==> config.mk <==
export PLATFORM = sky130hd
export DESIGN_NAME = shiftreg_chain_seq
export DESIGN_NICKNAME = d
export VERILOG_FILES = /design/src/rtl/shiftreg_chain_seq_pkg.sv /design/src/rtl/shiftreg_chain_seq_prio_enc.sv /design/src/rtl/shiftreg_chain_seq.sv
export SDC_FILE = /design/constraint.sdc
export NUM_CORES = 1
export LEC_CHECK = 0
export BUFFER_PORTS_ARGS = -buffer_cell sky130_fd_sc_hd__buf_2
export CELL_PAD_IN_SITES_DETAIL_PLACEMENT = 0
export CELL_PAD_IN_SITES_GLOBAL_PLACEMENT = 1
export CORE_MARGIN = 2
export CORE_UTILIZATION = 45
export CTS_CLUSTER_SIZE = 12
export DETAILED_ROUTE_END_ITERATION = 8
export PLACE_DENSITY_LB_ADDON = 0.1
export SLEW_MARGIN = 20
export SYNTH_ARGS = -nofsm -noshare
export SYNTH_HDL_FRONTEND = slang
export SYNTH_SLANG_ARGS = --single-unit
==> constraint.sdc <==
create_clock -name i_clk -period 5.8 [get_ports i_clk]
set_input_delay 1.16 -clock i_clk [delete_from_list [all_inputs] [get_ports i_clk]]
set_output_delay 1.16 -clock i_clk [all_outputs]
set_load 0.1 [all_outputs]
==> src/rtl/shiftreg_chain_seq_pkg.sv <==
// Shared types and helpers for the configuration shift-register chain sequencer.
// Chain lengths arrive as one packed parameter; helpers pull out fields and build selects.
package shiftreg_pkg;

    localparam int MAX_CHAINS = 16;
    localparam int MAX_CNT_W  = 32;
    localparam int LENS_MAX_W = MAX_CHAINS * MAX_CNT_W;

    typedef enum logic [2:0] {
        S_IDLE  = 3'd0,
        S_SEEK  = 3'd1,
        S_SHIFT = 3'd2,
        S_LATCH = 3'd3,
        S_DONE  = 3'd4
    } state_t;

    function automatic int idx_width(input int n);
        return (n > 1) ? $clog2(n) : 1;
    endfunction

    // Field idx of the packed length vector, each field cntW bits wide.
    function automatic int unsigned chain_len(input logic [LENS_MAX_W-1:0] lens,
                                              input int cntW, input int idx);
        logic [31:0] field;
        logic [31:0] maskBits;
        field    = 32'(lens >> (idx * cntW));
        maskBits = (cntW >= 32) ? 32'hFFFF_FFFF : ((32'd1 << cntW) - 32'd1);
        return field & maskBits;
    endfunction

    function automatic int unsigned max_chain_len(input logic [LENS_MAX_W-1:0] lens,
                                                  input int cntW, input int n);
        int unsigned best;
        best = 0;
        for (int i = 0; i < n; i++) begin
            if (chain_len(lens, cntW, i) > best) begin
                best = chain_len(lens, cntW, i);
            end
        end
        return best;
    endfunction

    function automatic logic [MAX_CHAINS-1:0] onehot(input int idx);
        return MAX_CHAINS'(1) << idx;
    endfunction

endpackage

==> src/rtl/shiftreg_chain_seq_prio_enc.sv <==
// Lowest-set-bit finder used to pick the next pending chain.
module shiftreg_prio_enc #(
    parameter int N     = 2,
    parameter int IDX_W = 1
) (
    input  logic [N-1:0]     i_req,
    output logic [IDX_W-1:0] o_idx,
    output logic             o_valid
);

    // Scan from the top down so the lowest requesting index is the last one written.
    always_comb begin
        o_idx   = '0;
        o_valid = |i_req;
        for (int i = N - 1; i >= 0; i--) begin
            if (i_req[i]) begin
                o_idx = IDX_W'(i);
            end
        end
    end

endmodule

==> src/rtl/shiftreg_chain_seq.sv <==
// Walks the chains selected in a mask, lowest first, shifting each MSB-first and
// pulsing its latch; every output comes straight from a register.
module shiftreg_chain_seq
    import shiftreg_pkg::*;
#(
    parameter int NUM_CHAINS = 2,
    parameter int CNT_W      = 8,
    parameter logic [NUM_CHAINS*CNT_W-1:0] CHAIN_LENS = {8'd16, 8'd88}
) (
    input  logic                  i_clk,
    input  logic                  i_rst,
    input  logic                  i_start,
    input  logic [NUM_CHAINS-1:0] i_chain_mask,
    input  logic                  i_abort,
    output logic [NUM_CHAINS-1:0] o_sel,
    output logic                  o_shift_en,
    output logic [CNT_W-1:0]      o_bit_idx,
    output logic [NUM_CHAINS-1:0] o_latch,
    output logic                  o_busy,
    output logic                  o_done,
    output logic                  o_en_fin
);

    localparam int IDX_W = idx_width(NUM_CHAINS);
    localparam logic [LENS_MAX_W-1:0] LENS_EXT = LENS_MAX_W'(CHAIN_LENS);
    localparam int unsigned MAX_LEN = max_chain_len(LENS_EXT, CNT_W, NUM_CHAINS);
    localparam int MIN_CNT_W = $clog2(MAX_LEN) + 1;

    if (NUM_CHAINS < 1 || NUM_CHAINS > MAX_CHAINS) begin : g_bad_num_chains
        $error("NUM_CHAINS must be between 1 and 16");
    end
    if (CNT_W < 1 || CNT_W > MAX_CNT_W) begin : g_bad_cnt_w_range
        $error("CNT_W must be between 1 and 32");
    end
    if (CNT_W < MIN_CNT_W) begin : g_cnt_w_too_small
        $error("CNT_W is too narrow for the longest chain");
    end

    state_t                r_state;
    logic [NUM_CHAINS-1:0] r_pending;
    logic [CNT_W-1:0]      r_cnt;
    logic [IDX_W-1:0]      r_idx;
    logic [NUM_CHAINS-1:0] r_sel;
    logic                  r_shiftEn;
    logic [NUM_CHAINS-1:0] r_latch;
    logic                  r_busy;
    logic                  r_done;
    logic                  r_enFin;

    state_t                w_nextState;
    logic [NUM_CHAINS-1:0] w_nextPending;
    logic [CNT_W-1:0]      w_nextCnt;
    logic [IDX_W-1:0]      w_nextIdx;
    logic [NUM_CHAINS-1:0] w_nextSel;
    logic                  w_nextShiftEn;
    logic [NUM_CHAINS-1:0] w_nextLatch;
    logic                  w_nextDone;
    logic                  w_nextEnFin;

    logic [IDX_W-1:0]      w_encIdx;
    logic                  w_encValid;
    logic [CNT_W-1:0]      w_lenTable [NUM_CHAINS];
    logic [CNT_W-1:0]      w_seekLen;

    for (genvar g = 0; g < NUM_CHAINS; g++) begin : g_len
        assign w_lenTable[g] = CNT_W'(chain_len(LENS_EXT, CNT_W, g));
    end

    shiftreg_prio_enc #(
        .N     (NUM_CHAINS),
        .IDX_W (IDX_W)
    ) u_prioEnc (
        .i_req   (r_pending),
        .o_idx   (w_encIdx),
        .o_valid (w_encValid)
    );

    assign w_seekLen = w_lenTable[w_encIdx];

    // Next-state and next-output logic; pulses default low so they last one cycle.
    always_comb begin
        w_nextState   = r_state;
        w_nextPending = r_pending;
        w_nextCnt     = r_cnt;
        w_nextIdx     = r_idx;
        w_nextSel     = r_sel;
        w_nextShiftEn = 1'b0;
        w_nextLatch   = '0;
        w_nextDone    = 1'b0;
        w_nextEnFin   = r_enFin;

        if (i_abort) begin
            w_nextState   = S_IDLE;
            w_nextPending = '0;
            w_nextCnt     = '0;
            w_nextSel     = '0;
            w_nextEnFin   = 1'b0;
        end else begin
            case (r_state)
                S_IDLE: begin
                    if (i_start) begin
                        w_nextPending = i_chain_mask;
                        w_nextEnFin   = 1'b0;
                        w_nextState   = S_SEEK;
                    end
                end
                S_SEEK: begin
                    if (!w_encValid) begin
                        w_nextSel   = '0;
                        w_nextDone  = 1'b1;
                        w_nextState = S_DONE;
                    end else if (w_seekLen == '0) begin
                        w_nextPending[w_encIdx] = 1'b0;
                    end else begin
                        w_nextIdx     = w_encIdx;
                        w_nextSel     = NUM_CHAINS'(onehot(int'(w_encIdx)));
                        w_nextCnt     = w_seekLen - CNT_W'(1);
                        w_nextShiftEn = 1'b1;
                        w_nextState   = S_SHIFT;
                    end
                end
                S_SHIFT: begin
                    if (r_cnt == '0) begin
                        w_nextLatch = r_sel;
                        w_nextState = S_LATCH;
                    end else begin
                        w_nextCnt     = r_cnt - CNT_W'(1);
                        w_nextShiftEn = 1'b1;
                    end
                end
                S_LATCH: begin
                    w_nextPending[r_idx] = 1'b0;
                    w_nextSel            = '0;
                    w_nextState          = S_SEEK;
                end
                S_DONE: begin
                    w_nextEnFin = 1'b1;
                    w_nextState = S_IDLE;
                end
                default: begin
                    w_nextState   = S_IDLE;
                    w_nextPending = '0;
                    w_nextCnt     = '0;
                    w_nextSel     = '0;
                end
            endcase
        end
    end

    // State and output registers; reset clears everything at once.
    always_ff @(posedge i_clk or posedge i_rst) begin
        if (i_rst) begin
            r_state   <= S_IDLE;
            r_pending <= '0;
            r_cnt     <= '0;
            r_idx     <= '0;
            r_sel     <= '0;
            r_shiftEn <= 1'b0;
            r_latch   <= '0;
            r_busy    <= 1'b0;
            r_done    <= 1'b0;
            r_enFin   <= 1'b0;
        end else begin
            r_state   <= w_nextState;
            r_pending <= w_nextPending;
            r_cnt     <= w_nextCnt;
            r_idx     <= w_nextIdx;
            r_sel     <= w_nextSel;
            r_shiftEn <= w_nextShiftEn;
            r_latch   <= w_nextLatch;
            r_busy    <= (w_nextState != S_IDLE);
            r_done    <= w_nextDone;
            r_enFin   <= w_nextEnFin;
        end
    end

    assign o_sel      = r_sel;
    assign o_shift_en = r_shiftEn;
    assign o_bit_idx  = r_cnt;
    assign o_latch    = r_latch;
    assign o_busy     = r_busy;
    assign o_done     = r_done;
    assign o_en_fin   = r_enFin;

endmodule

Yosys cells after proc, flatten, opt, wreduce, memory -nomap -nowiden --
Cells that the tools add are included.
Word-level totals: register bits after elaboration 22, input port bits 6, output and inout port bits 16, word-level logic and storage cells 97
Cells by class: add/subtract/negate cells 2, $lt $le $gt $ge 5, eq/ne operators 13, shift-type cells 1, mux-type cells 43, bitwise operators 7, reductions and logical operators 16
Operators with widths (count):
- 8-bit two-way mux | 6
- 8-bit one-hot mux with 3 select lines | 1
- 2-bit two-way mux | 10
- 8-bit zero test | 2
- 8-bit by 1-bit subtractor with 8-bit output (second input constant) | 2
- 3-bit two-way mux | 5
- 3-bit != test (second input constant) | 5
- 1-bit two-way mux | 13
- 3-bit one-hot mux with 4 select lines | 1
- 4-bit AND reduction | 3
- 2-bit one-hot mux with 4 select lines | 1
- 7-bit two-way mux | 1
- 3-bit by 2-bit equality test with 1-bit output (second input constant) | 2
- 2-bit by 1-bit != test with 1-bit output (second input constant) | 3
- 3-bit nonzero test | 2
- 3-bit OR reduction | 2
- 2-bit bitwise AND | 2
- 1-bit by 2-bit less-than comparator with 1-bit output (second input constant) | 2
- 4-bit != test (second input constant) | 1
- 2-bit NOT | 2
- 1-bit one-hot mux with 2 select lines | 2
- 2-bit one-hot mux with 2 select lines | 1
- 2-bit AND reduction | 2
- 2-bit OR reduction | 2
- 10 further kinds | 14

Logic depth before layout (Yosys ltp) --
word-level depth 12, gate-level depth with buffers 9

By module --
Synthesis repeated with hierarchy kept, for this count alone.
Second synthesis, totals: cells, all modules 124, area total of the unflattened synthesis 1148.6 um^2
By module, submodules not included:
- shiftreg_chain_seq | instances 1, cells each 122, area each 1136.1 um^2
- shiftreg_prio_enc | instances 1, cells each 2, area each 12.5 um^2

Worst setup path before layout --
Ideal clock, no wire load.
path type input to register, start in i_abort, end reg r_cnt[0] (netlist: o_bit_idx[0]), library setup time 0.127 ns, arrival time 2.212 ns, setup slack 3.461 ns, stages 5, cell sequence nor3_1 nand4_4 and2_4 buf_6 mux2_4
On the way: cells in the longest elaborated chain, start to end 2, elaborated cells between the ends (all ways) 6, those cells by class eq/ne (4); mux (1); reduce/logical (1)
Ends and longest elaborated chain:
- from (decl) | RTL line shiftreg_chain_seq.sv:14 | input logic i_abort,
- 3-bit != test (no line) / 2-bit by 1-bit != test with 1-bit output (equally long branches)
- 4-bit AND reduction (no line)
- to (signal assigned) | RTL line shiftreg_chain_seq.sv:166 | r_cnt <= w_nextCnt;
- to (decl) | RTL line shiftreg_chain_seq.sv:41 | logic [CNT_W-1:0] r_cnt;
Several ways; a longest one is shown, not always the timed one. A chain may end at the register's enable or synchronous reset.

Final worst setup path --
start reg r_cnt[0] (netlist: o_bit_idx[0]), end out o_bit_idx[0]
RTL lines:
- to (decl) | RTL line shiftreg_chain_seq.sv:17 | output logic [CNT_W-1:0] o_bit_idx,
No word-level cell between the ends.

==> out/qor.yml <==
status: "completed"
grt_use_total_pct: 17.0
seq_area_frac_synth_pct: 45.1
cpPeakStageDelay_ns: 0.50
synth_edf_count: 0
vias: 967
p_leak_nw: 0.627
rsz0062_at_grt: "false"
wire_per_inst_um: 14.6
hold_viol_final: 0
arrival_ns: 1.28
synth_top_area_share_pct: 45.1
worst_setup_path_end_kind: "output pin"
ctsHoldBuffers: 0
crit_chain: "buf_2"
die_area_um2: 3140
ys.flop_type: "dfrtp_1"
post_dp_cell_area_um2: 1310
cts_setup_buffers: 0
drtPass1Iterations: 4
min_path_type: "register to register"
yosysUniqueCellTypes: 42
crit_buf_inv: 1
num_rows: 18
endpoint: "o_bit_idx[0]"
cp-start-kind: "register"
worstReg2RegStart: "r_state[1]"
post_cts_resized: 0
cp_top_family: "flip-flops"
ioPinCount: 22
first_iter_violations: 34
grt_pass1_wl_mm: 4.25
antenna_cells: 0
fillers: 245
root_buffer: "clkbuf_4"
initial_core_util_pct: 48.4
antenna_found_initial: 0
place_congestion: 0.831
cts_buffer_depth: 2
grt_pass1_vias: 923
cap_viol_max_count: 0
max_freq_ghz: 0.411
p_sw_share_pct: 46.6
syn-cell-area_um2: 1220
drive_gt1_share_pct: 21.8
syn-instance-count: 125
area_growth_pct: 9.13
synthesis.nets: 132
fp.dieW_um: 56.1
min-delay-start: "o_sel[0]"
cts_max_level: 1
tightest_slew_ns: 0.820
cp_max_fo: 7
routed_wl_mm: 2.51
power.density_nw_per_um2: 344
fin_crit_ns: 2.44
finalSetupViolCount: 0
setup_tns_ns: 0
drc: 0
fin_skew_ns: 0.0102
fin_crit_sh_pct: 42.0
avgSynthCellArea_um2: 9.76
slew_viol_final: 0
cts.sinks: 22
switchingPower_mw: 0.213
async_reset_ff_share_pct: 100
intPower_mw: 0.244
numCtsBuffers: 3
dpl.hpwl_mm: 1.84
slew_headroom_pct: 45.3
synthTopCellsByCount: "dfrtp_1, nor2_1, a21oi_1, inv_1"
ir_worst_vdd_mv: 0.262
combPwrFrac_pct: 42.1
worst_ep_required_time_ns: 4.64
reg2reg_to: "o_bit_idx[4]"
grt_max_degree: 23
fin_hold_ws_ns: 0.541
clock_power_share_pct: 14.3
cp_num_cells: 1
core_um2: 2520
die_h_um: 56.1
ant_nets: 0
synth_area_leaders: "dfrtp_1, a21oi_1, nor2_1"
final_area_um2: 1330
viasPerCell: 5.62
reg2regPathDepth: 7
yosys.area.top_type: "dfrtp_1"
yosys_register_bits: 22
port_buffers: 21
grt_remaining_overflow: 0
synth_most_common_cell: "dfrtp_1"
clkLatencyLatePin_ns: 0.30
startpoint: "o_bit_idx[0]"
fin_util_pct: 52.8
critical_path_class: "register to output pin"
path_clk_slew_ns: 0.11
slowest_stage: "dfrtp_1"
seqPwrFrac_pct: 43.6
nets: 151
cts_tree: "built"
r2r_slack_ns: 3.55
ys_warn_count: 0
cell usage in the layout (no fill, tap or decap), drive strengths merged:
cell,synthesis,layout
dfrtp,22,22
buf,3,21
nor2,14,14
a21oi,13,13
inv,9,9
nand2,6,6
nand3,6,6
nand2b,5,5
and2,4,4
nor3,3,3
clkbuf,4,3
nor3b,3,3
o221ai,2,2
nand3b,2,2
mux2,2,2
a21boi,2,2
xnor2,2,2
nor4b,2,2
o2bb2ai,2,2
o21ai,2,2
nand4,2,2
nor2b,1,1
a22oi,1,1
a211o,1,1
o2111ai,1,1
nor4,1,1
o211ai,1,1
o31ai,1,1
nand4b,1,1
o31a,1,1
o311ai,1,1
a31oi,1,1
or4,1,1
a22o,1,1
mux2i,1,1
ha,1,1
power by group through the flow:
stage	Combinational, mW	Sequential [mW]	Clock (mW)
after CTS	0.194	0.199	0.0686
after floorplan	0.0939	0.273	0
after detailed placement	0.193	0.202	0
final	0.193	0.200	0.0656
after global placement	0.191	0.202	0
after global routing	0.205	0.204	0.0721
cells by family (layout without fill, tap and decap cells):
logic type / after synthesis / in the layout / synth area share (%)
and+or+nand+nor: 51 / 51 / 25.2
muxes: 3 / 3 / 3.28
xor gates and xnor gates: 2 / 2 / 1.44
DFF: 22 / 22 / 45.1
buffers and inverters: 16 / 33 / 7.18
adders and majority gates: 1 / 1 / 1.03
AOI/OAI and AO/OA: 30 / 30 / 16.7
worst min-delay path by stage:
stage	cells after the start	slack [ns]	endpoint
final	2	0.54	o_latch[0]
after global routing	2	0.57	o_latch[0]
after CTS	2	0.55	o_latch[0]
after detailed placement	2	0.53	o_sel[1]
after global placement	2	0.53	o_en_fin
after floorplan	1	0.47	r_idx
worst reg2reg max path: cells and delay by family (launching register included):
| kind | cells | cell delay (ns) |
|---|---|---|
| AND/OR/NAND/NOR | 4 | 1.07 |
| flip-flops | 1 | 0.57 |
| AO/OA/AOI/OAI | 2 | 0.27 |
| adder cells (fa/ha/maj) | 1 | 0.24 |
registers in the layout, summed over array words and instances, names as in the netlist:
signal	cells
o_shift_en	1
o_done	1
r_state	3
o_en_fin	1
o_sel	2
o_latch	2
o_busy	1
r_idx	1
r_pending	2
o_bit_idx	8
routing by layer:
layer | global-route usage [%] | part of all wire (%) | vias to the layer above
li1 | - | - | 477
met5 | 0 | 0 | -
met4 | 2.04 | 0.56 | 0
met3 | 4.42 | 4.7 | 2
met2 | 26.6 | 45 | 30
met1 | 24.3 | 49 | 458
stage by stage:
step                      total power, mW  setup WS (ns)  cells
final                               0.458           3.36    172
after CTS                           0.462           3.35    172
after floorplan                     0.367           3.46    125
after detailed placement            0.395           3.25    169
after global routing                0.481           3.29    172
after global placement              0.393           3.29    169
cell type report:
type                    count  area [um2]  share of cell area [%]
clock buffers               3        22.5                    1.69
inverters                   9        33.8                    2.54
multi-input cells          87         582                    43.7
flip-flops and latches     22         551                    41.4
well taps                  30        37.5                    2.82
repair buffers             21         105                    7.89
No activity file was read; power rests on OpenSTA's default activity.
